===== config.mk =====
export PLATFORM = sky130hd
export DESIGN_NAME = mult_unit_seq
export DESIGN_NICKNAME = d
export VERILOG_FILES = /design/src/rtl/mult_unit_seq_pkg.sv /design/src/rtl/mult_unit_seq.sv
export SDC_FILE = /design/constraint.sdc
export NUM_CORES = 1
export LEC_CHECK = 0
export ABC_CLOCK_PERIOD_IN_PS = 3200
export CORE_MARGIN = 2
export CORE_UTILIZATION = 33
export CTS_BUF_LIST = sky130_fd_sc_hd__clkbuf_8
export CTS_CLUSTER_SIZE = 12
export DETAILED_ROUTE_END_ITERATION = 6
export HOLD_SLACK_MARGIN = 0.15
export PLACE_DENSITY = 0.5
export SKIP_LAST_GASP = 1
export SYNTH_ARGS = -nofsm -noshare
export SYNTH_HDL_FRONTEND = slang
export SYNTH_SLANG_ARGS = --single-unit

===== constraint.sdc =====
create_clock -name clk -period 3.2 [get_ports clk]
set_clock_uncertainty 0.05 [all_clocks]
set_input_delay 0.32 -clock clk [delete_from_list [all_inputs] [get_ports clk]]
set_output_delay 0.32 -clock clk [all_outputs]
set_load 0.1 [all_outputs]

===== src/rtl/mult_unit_seq_pkg.sv =====
`default_nettype none
// ============================================================================
// Module      : mult_unit_seq_pkg
// Description : Shared ALU control codes used by the ALU control decoder and
//               the EX-stage execution units, plus small decode helpers.
// Revision    : 1.0 - initial release
// ============================================================================
package mult_unit_seq_pkg;

  // ALU control codes produced by the ALU control decoder
  typedef enum logic [3:0] {
    ALU_AND  = 4'd0,
    ALU_OR   = 4'd1,
    ALU_ADD  = 4'd2,
    ALU_SLL  = 4'd3,
    ALU_SRL  = 4'd4,
    ALU_SUB  = 4'd6,
    ALU_SLT  = 4'd7,
    ALU_MULT = 4'd8
  } alu_ctrl_e;

  localparam logic [3:0] c_ALU_AND  = 4'd0;
  localparam logic [3:0] c_ALU_OR   = 4'd1;
  localparam logic [3:0] c_ALU_ADD  = 4'd2;
  localparam logic [3:0] c_ALU_SLL  = 4'd3;
  localparam logic [3:0] c_ALU_SRL  = 4'd4;
  localparam logic [3:0] c_ALU_SUB  = 4'd6;
  localparam logic [3:0] c_ALU_SLT  = 4'd7;
  localparam logic [3:0] c_ALU_MULT = 4'd8;

  // True when the code selects a multi-cycle unit (the pipeline must stall)
  function automatic logic is_multicycle(input logic [3:0] code);
    return (code == c_ALU_MULT);
  endfunction

endpackage : mult_unit_seq_pkg
`default_nettype wire


===== src/rtl/mult_unit_seq.sv =====
`default_nettype none
// ============================================================================
// Module      : mult_unit_seq
// Description : Iterative shift-add multiplier for the EX stage. Stalls the
//               pipeline for DATA_W+1 cycles and returns the low DATA_W bits
//               of op_a*op_b with a one-cycle result_valid pulse.
// Revision    : 1.0 - initial release
// ============================================================================
module mult_unit_seq
  import mult_unit_seq_pkg::*;
#(
  parameter int         DATA_W        = 32,
  parameter int         CNT_W         = 6,
  parameter logic [3:0] ALU_CTRL_MULT = c_ALU_MULT
) (
  input  logic              clk,
  input  logic              rst_n,
  input  logic [3:0]        alu_control,
  input  logic              ex_valid,
  input  logic              flush,
  input  logic [DATA_W-1:0] op_a,
  input  logic [DATA_W-1:0] op_b,
  output logic              stall,
  output logic [DATA_W-1:0] result,
  output logic              result_valid
);

  // The counter must be able to hold DATA_W-1
  if (2**CNT_W <= DATA_W) begin : g_cnt_w_check
    $error("mult_unit_seq: CNT_W too small for DATA_W");
  end

  // Unit-local state encoding
  typedef enum logic [1:0] {
    ST_IDLE = 2'd0,
    ST_BUSY = 2'd1,
    ST_DONE = 2'd2
  } state_e;

  localparam logic [CNT_W-1:0] c_CNT_LAST = CNT_W'(DATA_W - 1);

  state_e            r_state;
  state_e            w_state_next;
  logic [DATA_W-1:0] r_acc;
  logic [DATA_W-1:0] r_mcand;
  logic [DATA_W-1:0] r_mplier;
  logic [DATA_W-1:0] r_result;
  logic [CNT_W-1:0]  r_cnt;
  logic [DATA_W-1:0] w_acc_next;
  logic              w_start;
  logic              w_last;
  logic              w_stall;
  logic              w_result_valid;

  // Start only for a real, unsquashed MULT instruction
  always_comb begin
    w_start = ex_valid & (alu_control == ALU_CTRL_MULT) & ~flush;
  end

  // Next accumulator value and final-iteration detect
  always_comb begin
    w_acc_next = r_mplier[0] ? (r_acc + r_mcand) : r_acc;
    w_last     = (r_cnt == c_CNT_LAST);
  end

  // State register
  always_ff @(posedge clk) begin
    if (!rst_n) begin
      r_state <= ST_IDLE;
    end else begin
      r_state <= w_state_next;
    end
  end

  // Next-state, stall and result_valid decode
  always_comb begin
    w_state_next   = r_state;
    w_stall        = 1'b0;
    w_result_valid = 1'b0;
    case (r_state)
      ST_IDLE: begin
        w_stall = w_start;
        if (w_start) begin
          w_state_next = ST_BUSY;
        end
      end
      ST_BUSY: begin
        // A flush releases the pipeline in the same cycle and abandons the product
        if (flush) begin
          w_state_next = ST_IDLE;
        end else begin
          w_stall = 1'b1;
          if (w_last) begin
            w_state_next = ST_DONE;
          end
        end
      end
      ST_DONE: begin
        // The instruction leaves EX this cycle, so a new start is not taken here
        w_result_valid = 1'b1;
        w_state_next   = ST_IDLE;
      end
      default: begin
        w_state_next = ST_IDLE;
      end
    endcase
    if (!rst_n) begin
      w_stall        = 1'b0;
      w_result_valid = 1'b0;
    end
  end

  // Shift-add datapath: one multiplier bit per cycle, result latched on the last step
  always_ff @(posedge clk) begin
    if (!rst_n) begin
      r_acc    <= '0;
      r_mcand  <= '0;
      r_mplier <= '0;
      r_cnt    <= '0;
      r_result <= '0;
    end else begin
      case (r_state)
        ST_IDLE: begin
          if (w_start) begin
            r_mcand  <= op_a;
            r_mplier <= op_b;
            r_acc    <= '0;
            r_cnt    <= '0;
          end
        end
        ST_BUSY: begin
          if (!flush) begin
            r_acc    <= w_acc_next;
            r_mcand  <= r_mcand << 1;
            r_mplier <= r_mplier >> 1;
            r_cnt    <= r_cnt + CNT_W'(1);
            if (w_last) begin
              r_result <= w_acc_next;
            end
          end
        end
        default: begin
        end
      endcase
    end
  end

  assign stall        = w_stall;
  assign result       = r_result;
  assign result_valid = w_result_valid;

endmodule : mult_unit_seq
`default_nettype wire


==> impl_metrics.toml <==
[status]
status = "finished clean"

[sta]
finalSetupTns_ns = 0
hold_viol_final = 0
finalCriticalPeriod_ns = 3.01
tightestPinTransition_ns = 1.00
rsz0062_at_grt = "no"
period_share_pct = 93.9
slew_headroom_pct = 33.1
setup_viol = 0
max_freq_mhz = 333
drv_slew = 0

[yosys]
ys_async_sr_fraction_pct = 0
syn-num-nets = 932
synth-main-ff-cell = "dfxtp_1"
ys.warnings.count = 0
ys_seq_area_share_pct = 38.3
ys_types = 52
postSynthCellCount = 827
synth-edff-count = 0
synth_area_mm2 = 0.00711
ys_ff_latch = 136
avgSynthCellArea_um2 = 8.60

[worst_setup_path]
crit_chain = "ha_1, fa_2, a21o_1, a221oi_4, o21ai_2, buf_4, a221o_1, a21o_1, a31oi_1, xnor2_1, mux2i_1, a211oi_1"
startpoint = "r_acc[0]$_SDFFE_PN0P_"
endpoint = "result[14]$_SDFFE_PN0P_"
ff2ff_path_depth = 12
r2r-start = "r_acc[0]$_SDFFE_PN0P_"
crit_required_ns = 3.51
cpMostUsedCell = "a21o_1"
critPathMaxFanout = 3
end_kind = "flop"
critPathLaunchType = "flop"
regToRegEndpoint = "result[14]$_SDFFE_PN0P_"
slowest_delay_ns = 0.36
critical_path_class = "flop to flop"
cpMaxStageDelayCell = "fa_2"
arrival_ns = 3.32
reg2reg_slack_ns = 0.19

[global_routing]
first_global_vias = 6056
grtUsageMet2_pct = 28.7
met3_usage_pct = 3.95
grt-ovfl-total = 0
antenna_found_initial = 0
grt_first_pass_wirelength_um = 31400
grt_max_degree = 76
busiest_layer = "met2"
grt_use_met1_pct = 23.3
grt_usage_pct = 17.4

[pwr]
p_switching_uw = 865
switching_share_pct = 26.6
cellPowerDensity_mw_per_mm2 = 367
power_frac_clock_pct = 41.0
intPower_uw = 2390
ir_drop_mv = 0.216
leakage_uw = 0.00352
pwr-share-comb_pct = 6.4
power_frac_seq_pct = 52.6

[cells_and_area]
final_common_cell = "dfxtp_1"
design_area_mm2 = 0.00887
drive_gt1_share_pct = 8.34
nets = 1015
syn_to_final_growth_pct = 24.7
final_cell_mix = "dfxtp_1 (135), nor2_1 (100), clkdlybuf4s50_1 (100), a211oi_1 (68), nand2_1 (65)"
num_antenna_cells = 0

[clock_tree]
post_cts_buffers = 0
tritoncts = "built"
cts_htree_levels = 4
cts_hold_buf = 0
clk_path_buf_depth = 2
cts_sinks = 136
clk_latency_ns = 0.45
path_clk_slew_ns = 0.09
cts-root-buf = "clkbuf_8"
cts_buffers = 17
cts-resized-gates = 0

[routing]
wl_um = 19400
post-route-drc-count = 0
drt_pass1_iterations = 4
vias_per_cell = 5.16
antenna_left = 0
wire_per_inst_um = 16.2
via_count = 6179
drt_iter0_drc = 264

[floorplan]
die_w_um = 151
dieHeight_um = 151
die_area_mm2 = 0.0227
row_count = 53
core_area_mm2 = 0.0211
initial_core_util_pct = 33.7
ios = 106

[placement]
place_congestion = 0.859
port_buffers = 105
placed_area_mm2 = 0.00849
hpwl_um = 13900

[worst_hold_path]
hold_path_depth = 3
holdCritPathClass = "input port to flop"
min-delay-start = "op_b[31]"

[job]
cap_violations = 0
[state kept, by name (all words and copies together), names as in the netlist]
| name | cells |
|---|---|
| result | 32 |
| r_mplier | 32 |
| r_mcand | 32 |
| r_state | 2 |
| r_acc | 32 |
| r_cnt | 6 |
[layer usage]
layer	wire, um	share of wire [%]
met1	9430	49
met5	0	0
met4	146	0.75
met2	9070	47
met3	774	4.0
[how the worst min path moves through the flow]
stage | to
floorplan | r_acc[10]$_SDFFE_PN0P_
global placement | r_acc[26]$_SDFFE_PN0P_
detailed placement | r_acc[26]$_SDFFE_PN0P_
CTS | r_mplier[31]$_SDFFE_PN0P_
global route | r_mplier[31]$_SDFFE_PN0P_
finish | r_mplier[31]$_SDFFE_PN0P_
[cell families after synthesis]
family / synth area share [%]
flops: 38.3
fa+ha+maj: 5.91
buf+inv: 4.04
xor+xnor: 3.82
mux: 9.34
simple gates: 13.5
compound gates: 25.2
[area by class of cell]
class,count,area (um2)
fillers,2144,12200
multi-input cells,617,4150
flip-flops and latches,136,2720
repair buffers,126,1250
well taps,275,344
clock buffers,18,248
clock inverters,14,113
inverters,12,45.0
[power groups by stage]
stage	clock (uW)	combinational, uW	sequential [uW]
detailed placement	0	212	1750
finish	1330	209	1710
CTS	1380	213	1710
global placement	0	213	1750
floorplan	0	89.9	1750
global route	1450	228	1720
[per-stage QoR]
stage | setup slack (ns) | util [%] | total power (uW) | hold WS, ns | instances
after floorplan | 0.242 | - | 1840 | 0.396 | 827
after global placement | 0.141 | 40.2 | 1970 | 0.415 | 1166
after detailed placement | 0.0849 | 40.2 | 1970 | 0.424 | 1166
after CTS | 0.0652 | 41.9 | 3310 | 0.394 | 1198
after global routing | 0.0244 | 42.1 | 3400 | 0.407 | 1198
final | 0.195 | 42.1 | 3260 | 0.421 | 1198
[cell usage after synthesis (18+ instances only)]
master | number | area (um2)
a211oi_1 | 68 | 510
nor2_1 | 101 | 379
o21ai_0 | 47 | 235
a21o_1 | 18 | 135
clkbuf_1 | 50 | 188
mux2i_1 | 63 | 631
nand2_1 | 65 | 244
xnor2_1 | 19 | 166
a22oi_1 | 20 | 150
ha_1 | 32 | 400
a21oi_1 | 61 | 305
dfxtp_1 | 136 | 2720
[worst max-delay path, delay by kind of cell (launching register included)]
family                     cells  cell delay (ns)
AOI/OAI and AO/OA              7             1.52
muxes                          1             0.10
buffers and inverters          1             0.16
xor gates and xnor gates       1             0.16
adders and majority gates      2             0.59
DFF                            1             0.33
No activity file was read; power rests on OpenSTA's default activity.
